==> config.mk <==
export PLATFORM = sky130hd
export DESIGN_NAME = cluster_clock_gate_ctrl
export DESIGN_NICKNAME = d
export VERILOG_FILES = /design/src/rtl/cluster_clock_gate_ctrl.sv
export SDC_FILE = /design/constraint.sdc
export NUM_CORES = 1
export LEC_CHECK = 0
export ABC_AREA = 1
export BUFFER_PORTS_ARGS = -buffer_cell sky130_fd_sc_hd__buf_2
export CAP_MARGIN = 20
export CORE_ASPECT_RATIO = 1.4
export CORE_MARGIN = 2
export CORE_UTILIZATION = 50
export CTS_CLUSTER_DIAMETER = 50
export CTS_CLUSTER_SIZE = 20
export DETAILED_ROUTE_END_ITERATION = 7
export GPL_ROUTABILITY_DRIVEN = 0
export GPL_TIMING_DRIVEN = 0
export PLACE_DENSITY = 0.8
export SETUP_SLACK_MARGIN = 0.3
export SYNTH_ARGS = -nofsm -noshare
export SYNTH_HDL_FRONTEND = slang
export SYNTH_SLANG_ARGS = --single-unit
==> constraint.sdc <==
create_clock -name clk_i -period 2 [get_ports clk_i]
set_input_delay 0.1 -clock clk_i [delete_from_list [all_inputs] [get_ports clk_i]]
set_output_delay 0.1 -clock clk_i [all_outputs]
set_load 0.05 [all_outputs]
==> src/rtl/cluster_clock_gate_ctrl.sv <==
// Automatic clock-gating controller: idle timer, four-phase quiesce handshake
// with the cluster, wake settle delay, and a saturating gated-cycle counter.
module cluster_clock_gate_ctrl #(
  parameter int unsigned IDLE_CYCLES = 16,
  parameter int unsigned WAKE_CYCLES = 2
) (
  input  logic        clk_i,
  input  logic        rst_i,
  input  logic        busy_i,
  input  logic        wake_req_i,
  input  logic        force_on_i,
  input  logic        gate_ack_i,
  input  logic        clr_stats_i,
  output logic        clk_en_o,
  output logic        gate_req_o,
  output logic        clk_ready_o,
  output logic [2:0]  state_o,
  output logic [31:0] off_cycles_o
);

  typedef enum logic [2:0] {
    RUN      = 3'd0,
    IDLE_CNT = 3'd1,
    DRAIN    = 3'd2,
    OFF      = 3'd3,
    WAKE     = 3'd4
  } state_t;

  localparam logic [15:0] IDLE_TERM = 16'(IDLE_CYCLES - 1);
  localparam logic [15:0] WAKE_TERM = 16'(WAKE_CYCLES - 1);

  state_t      state_q, state_d;
  logic [15:0] cnt_q, cnt_d;
  logic [31:0] off_cycles_q;
  logic        clk_en_q, gate_req_q, clk_ready_q;
  logic        clk_en_d, gate_req_d, clk_ready_d;
  logic        idle;

  assign idle = !busy_i && !wake_req_i && !force_on_i;

  always_comb begin
    state_d = state_q;
    cnt_d   = cnt_q;
    unique case (state_q)
      RUN: begin
        if (idle) begin
          state_d = IDLE_CNT;
          cnt_d   = '0;
        end
      end
      IDLE_CNT: begin
        if (!idle) begin
          state_d = RUN;
        end else if (cnt_q == IDLE_TERM) begin
          // A still-high ack (e.g. left over across reset) blocks a new request.
          if (!gate_ack_i) state_d = DRAIN;
        end else begin
          cnt_d = cnt_q + 16'd1;
        end
      end
      DRAIN: begin
        if (gate_ack_i) begin
          state_d = idle ? OFF : WAKE;
          cnt_d   = '0;
        end
      end
      OFF: begin
        if (wake_req_i || force_on_i || busy_i) begin
          state_d = WAKE;
          cnt_d   = '0;
        end
      end
      WAKE: begin
        if (gate_ack_i) begin
          cnt_d = '0;
        end else if (cnt_q == WAKE_TERM) begin
          state_d = RUN;
        end else begin
          cnt_d = cnt_q + 16'd1;
        end
      end
      default: begin
        state_d = RUN;
        cnt_d   = '0;
      end
    endcase
  end

  // Outputs are decoded from the next state and registered, so each one is a
  // plain flop output with the same cycle timing as a decode of state_q.
  always_comb begin
    clk_en_d    = 1'b1;
    gate_req_d  = 1'b0;
    clk_ready_d = 1'b1;
    unique case (state_d)
      RUN, IDLE_CNT: ;
      DRAIN: begin
        gate_req_d  = 1'b1;
        clk_ready_d = 1'b0;
      end
      OFF: begin
        clk_en_d    = 1'b0;
        gate_req_d  = 1'b1;
        clk_ready_d = 1'b0;
      end
      WAKE: begin
        clk_ready_d = 1'b0;
      end
      default: ;
    endcase
  end

  always_ff @(posedge clk_i) begin
    if (rst_i) begin
      state_q     <= RUN;
      cnt_q       <= '0;
      clk_en_q    <= 1'b1;
      gate_req_q  <= 1'b0;
      clk_ready_q <= 1'b1;
    end else begin
      state_q     <= state_d;
      cnt_q       <= cnt_d;
      clk_en_q    <= clk_en_d;
      gate_req_q  <= gate_req_d;
      clk_ready_q <= clk_ready_d;
    end
  end

  always_ff @(posedge clk_i) begin
    if (rst_i || clr_stats_i) begin
      off_cycles_q <= '0;
    end else if (state_q == OFF && off_cycles_q != '1) begin
      off_cycles_q <= off_cycles_q + 32'd1;
    end
  end

  assign clk_en_o     = clk_en_q;
  assign gate_req_o   = gate_req_q;
  assign clk_ready_o  = clk_ready_q;
  assign state_o      = state_q;
  assign off_cycles_o = off_cycles_q;

endmodule
# After elaboration in Yosys (flattened, before gate mapping)
# Cells that the tools add are included.
dict set report totals {
  ff_bits 54
  out_inout_bits 38
}
dict set report op_classes {
  eq_ne 16
  addsub 2
  n_mux 21
  reduce_logical 13
}
# op count
set ops {}
lappend ops {{$mux W16} 7}
lappend ops {{$pmux W16 S5} 1}
lappend ops {{$add A32 B1 Y32 const B} 1}
lappend ops {{$ne A32 B32 Y1 const B} 1}
lappend ops {{$mux W3} 9}
lappend ops {{$add A16 B1 Y16 const B} 1}
lappend ops {{$eq A16 B1 Y1 const B} 1}
lappend ops {{$eq A16 B4 Y1 const B} 1}
lappend ops {{$pmux W3 S5} 1}
lappend ops {{$eq A3 B2 Y1 const B} 4}
lappend ops {{$ne A2 B2 Y1 const B} 5}
lappend ops {{$eq A3 B3 Y1 const B} 2}
lappend ops {{$reduce_and A6 Y1} 1}
lappend ops {{$eq A3 B1 Y1 const B} 1}
lappend ops {{$logic_and A1 B1 Y1} 3}
lappend ops {{$logic_not A1 Y1} 3}
lappend ops {{$logic_not A3 Y1} 1}
lappend ops {{$logic_or A1 B1 Y1} 3}
lappend ops {{$mux W1} 3}
lappend ops {{$ne A3 B3 Y1 const B} 1}
lappend ops {{$reduce_or A3 Y1} 1}
lappend ops {{$reduce_or A2 Y1} 1}

# Depth between registers and ports, before layout
# Gate-level depths: netlist (run 1).
dict set report logic_depth {
  ltp_word 9
  depth_mapped 11
  mapped_depth_nobuf 11
}

# Worst setup path before layout (run 1)
# No wires, ideal clock.
dict set report synth_timing {
  path_type {register to register}
  from {reg off_cycles_q[1] (netlist: off_cycles_o[1])}
  to {reg off_cycles_q[16] (netlist: off_cycles_o[16])}
  arrival_time_ps 1876
  slack_ps 6
  synth_period_minus_slack_ps 1994
  t_required_ps 1882
  setup_ps 118
  stages_incl_launch_ff 12
  cell_sequence {dfxtp_1 > ha_1 > nand2_1 > nor2_2 > nand2_2 > nor2_4 > nand2_2 > nand2_4 > buf_8 > o21ai_0 > nand2_1 > nor2_1}
}
dict set report synth_via {
  elab_chain_len 2
}
# item line
set synth_rtl {}
lappend synth_rtl {{from (decl)} 34} ;# logic [31:0] off_cycles_q;
lappend synth_rtl {{from (signal assigned)} 133} ;# off_cycles_q <= off_cycles_q + 32'd1;
lappend synth_rtl {{branches (longest 2 deep; another with $add A32 B1 Y32)} n/a}
# Several ways; the timed one is not identified.
# A chain may end at the register's enable or synchronous reset.

# Worst setup path in the final report (run 1)
dict set report layout_timing {
  from {reg off_cycles_q[20] (netlist: off_cycles_o[20])}
  to {reg off_cycles_q[16] (netlist: off_cycles_o[16])}
}
dict set report layout_via {
  elab_chain_len 2
}
# item line
set layout_rtl {}
lappend layout_rtl {{$ne A32 B32 Y1} 132} ;# end else if (state_q == OFF && off_cycles_q != '1) begin
lappend layout_rtl {{$logic_and A1 B1 Y1} 132}
# Every way passes these cells.

==> results of run 1 <==
worst reg2reg max path, stage by stage, from the launching register on:
cell and delay [ps]:
dfxtp_2 370, inv_1 80, nor3_1 240, nand2_1 150
nor2_4 190, nand2_4 90, nand2_8 130, buf_8 130
o21ai_0 80, nand2_1 70, nor2_1 40
power groups by stage:
stage | Sequential (uW) | Clock (uW) | Combinational, uW
6_report | 1070 | 648 | 83.9
5_1_grt | 1070 | 702 | 91.2
4_1_cts | 1070 | 658 | 70.9
3_5_place_dp | 1100 | 0 | 70.6
3_3_place_gp | 1100 | 0 | 69.6
2_1_floorplan | 1100 | 0 | 43.6
registers in the layout, summed over array words and instances (netlist names):
name	count
off_cycles_o	32
state_o	3
clk_en_o	1
clk_ready_o	1
cnt_q	16
gate_req_o	1
final cells by class:
class	count	area, um^2
repair buffers	58	395
plain buffers	17	150
clock buffers	7	86.3
inverters	58	221
well taps	97	121
fillers	644	2660
multi-input cells	471	2430
clock inverters	1	5.00
flip-flops and latches	54	1150
per-stage QoR:
| step | hold WS (ps) | cells |
|---|---|---|
| final | 118 | 763 |
| after floorplan | 279 | 600 |
| after CTS | 98.5 | 750 |
| after global routing | 138 | 763 |
| after global placement | 427 | 741 |
| after detailed placement | 432 | 741 |
layer usage:
metal	GRT usage, %	wire, um
met5	0	0
met4	19.6	700
met3	3.42	615
met2	47.7	5790
met1	25.4	3910
worst max-delay path by stage:
stage / end / depth (start not counted)
3_3_place_gp: cnt_q[0] / 10
2_1_floorplan: cnt_q[6] / 9
5_1_grt: off_cycles_o[2] / 10
4_1_cts: cnt_q[3] / 10
6_report: off_cycles_o[16] / 10
3_5_place_dp: cnt_q[3] / 10
cells by family (layout without fill, tap and decap cells):
family	count (synthesis)	count (layout)	synth area share, %
xor+xnor	13	13	3.09
fa+ha+maj	3	3	1.02
compound gates	65	65	9.86
simple gates	390	390	47.1
flops	54	54	29.4
buf+inv	75	141	9.52
Yosys cell counts:
| master | instances | area share, % |
|---|---|---|
| a21boi_0 | 1 | 0.20 |
| a21o_1 | 2 | 0.41 |
| a21oi_1 | 34 | 4.6 |
| a21oi_2 | 6 | 1.4 |
| and3_1 | 1 | 0.17 |
| buf_2 | 4 | 0.54 |
| buf_4 | 2 | 0.41 |
| buf_6 | 3 | 0.92 |
| buf_8 | 3 | 1.2 |
| clkbuf_1 | 5 | 0.51 |
| clkinv_1 | 1 | 0.10 |
| dfxtp_1 | 54 | 29 |
| ha_1 | 3 | 1.0 |
| inv_1 | 51 | 5.2 |
| inv_2 | 6 | 0.61 |
| nand2_1 | 196 | 20 |
| nand2_2 | 8 | 1.4 |
| nand2_4 | 2 | 0.61 |
| nand3_1 | 41 | 5.6 |
| nand3_2 | 2 | 0.54 |
| nand3b_1 | 2 | 0.41 |
| nand4_1 | 19 | 3.2 |
| nor2_1 | 80 | 8.2 |
| nor2_2 | 10 | 1.7 |
| nor2_4 | 3 | 0.92 |
| nor3_1 | 18 | 2.4 |
| nor3_2 | 6 | 1.6 |
| nor3b_1 | 1 | 0.20 |
| o21ai_0 | 17 | 2.3 |
| o21ai_1 | 2 | 0.27 |
| o21bai_1 | 3 | 0.61 |
| or2_2 | 1 | 0.17 |
| xnor2_1 | 1 | 0.24 |
| xor2_1 | 12 | 2.9 |
what timing repair did:
action | 4_1_cts | 5_1_grt
endpoints found under the setup margin | 41 | 48
hold endpoints to repair | 0 | 0
gates resized for setup | 9 | 52
gates cloned | 0 | 4
pin swaps | 2 | 15
setup buffers | 1 | 9
==> run metrics, run 1 <==
Worst Hold Class in -> reg; endpoints failing hold 0; Hold Path Origin clr_stats_i; effective utilization at floorplan 51.0%; final core area utilization 63.1%; global-route wire length before repair 16800 um; Total Routing Usage GR 25.6%; Pleak 0.00176 uW; number of global-route vias before repair 3927; Post-CTS Hold Buffers 0; die footprint 0.00807 mm^2; Crit-path slowest cell dfxtp_2; GRT Residual Overflow 0; clk slew on worst S/H paths 100 ps; CTS sink cnt 54; Placeable Area 0.00722 mm^2; Sw Ratio 23.8%; Net Sw Power 429 uW; clock network fraction of total power 36.0%; CP cell instances inv_1, nor3_1, nand2_1, nor2_4, nand2_4, nand2_8, buf_8, o21ai_0, nand2_1, nor2_1; max_slew headroom 58.6%; # nets final 675; routed vias 4219; syn avg cell area 6.13 um^2; largest net degree at the start of global routing 16; Ant. Diodes 0; Post-DRT Antenna Nets 0; Comb pwr share 4.7%; minimum clock period 1680 ps; wire length per cell 14.4 um; maxcap violations 0; Crit path max-delay family simple AND/OR/NAND/NOR gates; # DRC 0; Peak VDD IR 351 uV; Initial DRT Pass Iterations 6; Ports 45; initial DRC count 264; cell mode on critical path nand2_1; Worst Hold Depth 4; Mapped Area 0.00368 mm^2; share of power burned in registers 59.4%; CTS root buf clkbuf_8; initial antenna violation count 0; worst-margin pin slew 621 ps; outcome finished, final reports clean; RSZ-0062 raised after global routing yes; commonest non-fill, non-tap cell in the layout nand2_1; f_max 0.596 GHz; post-route setup slack 322 ps; Critical Path AT 1900 ps; most frequent cells in the layout nand2_1 (190), nor2_1 (72), inv_1 (50); Placed Area 0.00407 mm^2; CP endpoint kind flip-flop; CP Launch Type flip-flop; Crit Path Max Fanout 8; Port Buffers 44; clock buffer depth 2; Place WS 106 ps; post-synthesis sequential area ratio 29.4%; CTS tree yes; Via density 5.53; Hold Path End off_cycles_o[2]; buffer and inverter count on the worst path 2; TritonCTS buffer count 5; WL final 11000 um; Yosys reg bits 54; period utilization 83.9%; skew final 8.29 ps; critical path required time 2220 ps; post-synthesis cell type count 34; Max Slew Vio Count 0; Synth Instances 600; Tot Pwr 1800 uW; final instance area 0.00456 mm^2; die height 106 um; Crit. Startpoint off_cycles_o[20]; kind of critical path reg -> reg; Internal 1370 uW; Layout area overhead 23.9%; die extent in x 76.5 um; warnings from Yosys 0; Worst Reg-to-Reg Cells 10; Post-DP HPWL 7740 um; final setup violating endpoints 0; Worst R2R Setup Slack 320 ps; Fin Setup TNS 0 ps; Mapped Nets 610; clk_lat worst skew 320 ps; worst reg2reg path endpoint off_cycles_o[16]; largest stage delay on the critical path 370 ps; Reg-to-Reg Start off_cycles_o[20]; share of layout cells above drive strength 1 28.4%; H-Tree Depth 2; pwr dens 395 mW/mm^2; row cnt 37
Power figures use the tool's default switching activity.
==> run 2, diff against run 1 <==
--- a/config.mk
+++ b/config.mk
@@ -5,7 +5,7 @@
 export SDC_FILE = /design/constraint.sdc
 export NUM_CORES = 1
 export LEC_CHECK = 0
-export ABC_AREA = 1
+export ABC_AREA = 0
 export BUFFER_PORTS_ARGS = -buffer_cell sky130_fd_sc_hd__buf_2
 export CAP_MARGIN = 20
 export CORE_ASPECT_RATIO = 1.4
@@ -16,7 +16,7 @@
 export DETAILED_ROUTE_END_ITERATION = 7
 export GPL_ROUTABILITY_DRIVEN = 0
 export GPL_TIMING_DRIVEN = 0
-export PLACE_DENSITY = 0.8
+export PLACE_DENSITY = 0.82
 export SETUP_SLACK_MARGIN = 0.3
 export SYNTH_ARGS = -nofsm -noshare
 export SYNTH_HDL_FRONTEND = slang
==> constraint.sdc (replaced) <==
create_clock -name clk_i -period 1.6 [get_ports clk_i]
set_input_delay 0.08 -clock clk_i [delete_from_list [all_inputs] [get_ports clk_i]]
set_output_delay 0.08 -clock clk_i [all_outputs]
set_load 0.05 [all_outputs]
==> run metrics, run 2 <==
routed vias 3343; Post-DRT Antenna Nets 0; fillers 328; global-route wire length before repair 13400 um; Post-CTS Hold Buffers 0; Pleak 0.00155 uW; H-Tree Depth 2; clk slew on worst S/H paths 110 ps; top_reg_cell synth dfxtp_1; wire length per cell 19.1 um; Crit-path slowest cell o31ai_4; period utilization 122%; # DRC 0; die footprint 0.00644 mm^2; Commonest cells post-synth dfxtp_1 (54), a21oi_1 (29), nand2_1 (28); post-synthesis sequential area ratio 37.2%; die extent in x 68.4 um; Placeable Area 0.00557 mm^2; Post-synth EDFFs 0; Total Routing Usage GR 26.2%; skew final 20.9 ps; area leader, netlist dfxtp_1; failing checks setup timing; max_slew headroom 58.7%; Mapped Area 0.00290 mm^2; initial DRC count 262; post-route setup slack -347 ps; Post-Layout Cell Count 514; ys async rst share 0%; Post-DP HPWL 5340 um; critical path required time 1810 ps; Initial DRT Pass Iterations 5; clock buffer depth 2; Crit Path Max Fanout 6; met3 wire len 465 um; DP Cell Count 456; effective utilization at floorplan 52.2%; final setup violating endpoints 53; worst-margin pin slew 619 ps; kind of critical path reg -> reg; Via density 6.50; Ports 45; initial antenna violation count 0; Max Slew Vio Count 0; CP endpoint kind flip-flop; Ant. Diodes 0; minimum clock period 1950 ps; syn avg cell area 8.44 um^2; max FFs per register 32; post-synthesis cell type count 58; Peak VDD IR 493 uV; Tot Pwr 2350 uW; number of global-route vias before repair 3034; Yosys reg bits 54; Critical Path AT 2160 ps; final instance area 0.00432 mm^2; endpoints failing hold 0; Synth Instances 344; CP cell instances and4_4, nand4_1, o31ai_4, buf_6, buf_8, nor4_1, o21a_1; pwr dens 543 mW/mm^2; GRT Residual Overflow 0; die height 94.2 um; Mapped Nets 354; most frequent cells in the layout buf_2 (44), buf_4 (36), dfxtp_4 (33); DRT met1 WL 3640 um; largest stage delay on the critical path 420 ps; Port Buffers 44; met2 WL 5270 um; CTS tree yes; clk_lat worst skew 310 ps; warnings from Yosys 0; CP Launch Type flip-flop; highest routed layer met4; Worst Hold Depth 3; Placed Area 0.00339 mm^2; # nets final 455; Worst Reg-to-Reg Cells 7; Layout area overhead 48.7%; top cell type's share of synthesized area 37.2%; CTS sink cnt 54; most frequent cell after synthesis dfxtp_1; commonest non-fill, non-tap cell in the layout buf_2; Worst Hold Class in -> reg; WL final 9800 um; CTS root buf clkbuf_8; row cnt 32; outcome finished with violations; f_max 0.514 GHz; ranking of synthesized cells by area dfxtp_1 (37%), a21oi_1 (5.0%), or3_1 (4.3%); share of layout cells above drive strength 1 51.3%; maxcap violations 0; largest net degree at the start of global routing 17; Worst R2R Setup Slack -350 ps; TritonCTS buffer count 5; RSZ-0062 raised after global routing yes
==> run 2: area by class of cell <==
cell class,count,area [um^2],share of cell area (%)
multi-input cells,269,2060,47.8
inverters,6,22.5,0.521
flip-flops and latches,54,1220,28.2
clock buffers,6,72.6,1.68
well taps,68,85.1,1.97
plain buffers,15,140,3.24
clock inverters,2,37.5,0.869
repair buffers,94,679,15.7
==> run 2: path summary, 6_finish.rpt <==
path               startpoint               end
min               clr_stats_i   off_cycles_o[8]
max          off_cycles_o[19]   off_cycles_o[9]
min reg2reg  off_cycles_o[18]  off_cycles_o[18]
max reg2reg  off_cycles_o[19]   off_cycles_o[9]
==> run 2: logic make-up after synthesis <==
logic type,after synthesis,share of synthesized area [%]
xor gates and xnor gates,8,2.41
adders and majority gates,3,1.29
DFF,54,37.2
buffers and inverters,21,3.32
AOI/OAI and AO/OA,98,23.7
and+or+nand+nor,159,31.7
muxes,1,0.345
==> run 2: power breakdown <==
| part | internal, uW | leakage, uW | switching, uW |
|---|---|---|---|
| Combinational | 45.8 | 0.00103 | 73.2 |
| Clock | 468 | 0.0000514 | 465 |
| Sequential | 1290 | 0.000467 | 3.80 |
| Total | 1810 | 0.00155 | 542 |
==> run 2: layer usage <==
| layer | up-vias | GRT usage (%) |
|---|---|---|
| li1 | 1519 | - |
| met3 | 43 | 3.24 |
| met2 | 159 | 50.2 |
| met4 | 0 | 8.50 |
| met5 | - | 0 |
| met1 | 1622 | 28.1 |
==> run 2: metrics by stage <==
step	hold WS, ps	worst slack, ps	TNS (ps)	utilization (%)
6_report	60.3	-347	-14020	77.6
5_1_grt	60.0	-415	-16500	77.6
4_1_cts	38.6	-263	-9570	71.3
3_5_place_dp	355	-440	-15110	61.0
3_3_place_gp	357	-383	-12980	61.0
2_1_floorplan	202	-226	-7980	-
==> run 2: critical path, delay by kind of cell, from the launching register on <==
kind,cells,cell delay [ps]
flops,1,360
simple gates,3,570
compound gates,2,580
buf+inv,2,320
==> run 2: what timing repair did <==
| action | 4_1_cts | 5_1_grt |
|---|---|---|
| gates resized for setup | 55 | 59 |
| pin swaps | 31 | 27 |
| endpoints found under the setup margin | 54 | 54 |
| gates cloned | 2 | 3 |
| setup buffers | 35 | 10 |
==> run 3, diff against run 2 <==
--- a/config.mk
+++ b/config.mk
@@ -10,13 +10,13 @@
 export CAP_MARGIN = 20
 export CORE_ASPECT_RATIO = 1.4
 export CORE_MARGIN = 2
-export CORE_UTILIZATION = 50
+export CORE_UTILIZATION = 55
 export CTS_CLUSTER_DIAMETER = 50
 export CTS_CLUSTER_SIZE = 20
 export DETAILED_ROUTE_END_ITERATION = 7
-export GPL_ROUTABILITY_DRIVEN = 0
+export GPL_ROUTABILITY_DRIVEN = 1
 export GPL_TIMING_DRIVEN = 0
-export PLACE_DENSITY = 0.82
+export PLACE_DENSITY = 0.88
 export SETUP_SLACK_MARGIN = 0.3
 export SYNTH_ARGS = -nofsm -noshare
 export SYNTH_HDL_FRONTEND = slang
==> run metrics, run 3 (same netlist as run 2, synthesis figures left out) <==
max FFs per register 32; die footprint 0.00589 mm^2; Initial DRT Pass Iterations 8; Pleak 0.00162 uW; outcome finished with violations; maxcap violations 0; CTS root buf clkbuf_8; final instance area 0.00453 mm^2; initial DRC count 721; Ant. Diodes 0; Fin Setup TNS -28570 ps; Post-DP HPWL 5360 um; Placeable Area 0.00512 mm^2; critical path required time 1840 ps; most frequent cells in the layout buf_2 (46), buf_4 (43), dfxtp_4 (32); Post-DRT Antenna Nets 0; period utilization 147%; f_max 0.424 GHz; share of layout cells above drive strength 1 56.4%; routed vias 4106; CP Launch Type flip-flop; wire length per cell 28.8 um; global-route wire length before repair 17900 um; Peak VDD IR 593 uV; clk slew on worst S/H paths 110 ps; number of global-route vias before repair 3479; commonest non-fill, non-tap cell in the layout buf_2; max_slew headroom 55.0%; TritonCTS buffer count 5; die height 90.0 um; CTS tree yes; CP endpoint kind flip-flop; minimum clock period 2360 ps; skew final 18.4 ps; Via density 7.82; failing checks DRC, setup timing; # DRC 42; final setup violating endpoints 53; GRT Residual Overflow 0; Worst Hold Class in -> reg; Place WS -406 ps; Total Routing Usage GR 38.9%; die extent in x 65.4 um; largest net degree at the start of global routing 18; kind of critical path reg -> reg; clock buffer depth 2; Crit Path Max Fanout 6; Placed Area 0.00339 mm^2; Critical Path AT 2600 ps; row cnt 31; effective utilization at floorplan 56.7%; # nets final 468; clk_lat worst skew 330 ps; fillers 191; CTS sink cnt 54; post-route setup slack -758 ps; Layout area overhead 56.1%; RSZ-0062 raised after global routing yes; WL final 15100 um; gpl congestion 0.900; Port Buffers 44; initial antenna violation count 0; Max Slew Vio Count 0; DP Cell Count 454; Post-Layout Cell Count 525; endpoints failing hold 0; worst-margin pin slew 675 ps; H-Tree Depth 2; Ports 45; pwr dens 533 mW/mm^2
run 3: per-layer routing:
metal / share of wire, % / up-vias / track usage, %
li1: - / 1541 / -
met1: 30 / 1822 / 42.1
met2: 44 / 504 / 66.1
met3: 13 / 239 / 7.13
met4: 13 / 0 / 27.3
met5: 0 / - / 0
run 3: final cells by class:
class,instances,area [um^2],share of cell area (%)
Inverter,6,22.5,0.497
Clock inverter,3,45.0,0.993
Buffer,15,145,3.20
Tap cell,66,82.6,1.82
Clock buffer,5,68.8,1.52
Timing Repair Buffer,107,790,17.4
Multi-Input combinational cell,269,2170,47.8
Sequential cell,54,1210,26.7
run 3: critical path, stage by stage, from the launching register on:
cell,delay [ps]
dfxtp_4,400
and4_4,250
nand4_1,380
buf_4,310
buf_6,120
o31a_1,440
nand4_1,190
mux2i_1,190
run 3: path summary, 6_finish.rpt:
| kind | start | to | slack [ps] | cells after the start |
|---|---|---|---|---|
| max | off_cycles_o[19] | off_cycles_o[8] | -760 | 7 |
| min | gate_ack_i | clk_en_o | 60 | 2 |
| max reg2reg | off_cycles_o[19] | off_cycles_o[8] | -760 | 7 |
| min reg2reg | off_cycles_o[21] | off_cycles_o[21] | 530 | 2 |
run 3: per-stage QoR:
step                hold WS (ps)  total power, uW  utilization (%)
floorplan                    202             1390                -
global placement             362             1410             66.3
detailed placement           364             1410             66.3
CTS                         39.8             2350             81.5
global route                78.8             2460             88.6
finish                      55.5             2420             88.6
run 3: repair_timing:
item | in CTS | in global routing
gates resized for setup | 86 | 51
gates cloned | 4 | 2
hold buffers | 0 | 0
endpoints found under the hold margin | 0 | 0
pin swaps | 58 | 36
buffers inserted | 39 | 18
setup endpoints to repair | 54 | 54
run 3: where the power goes:
group	internal, uW	total, uW	switching (uW)	leakage (uW)
Sequential	1290	1300	3.43	0.000466
Clock	467	978	511	0.0000504
Combinational	53.5	145	91.3	0.00111
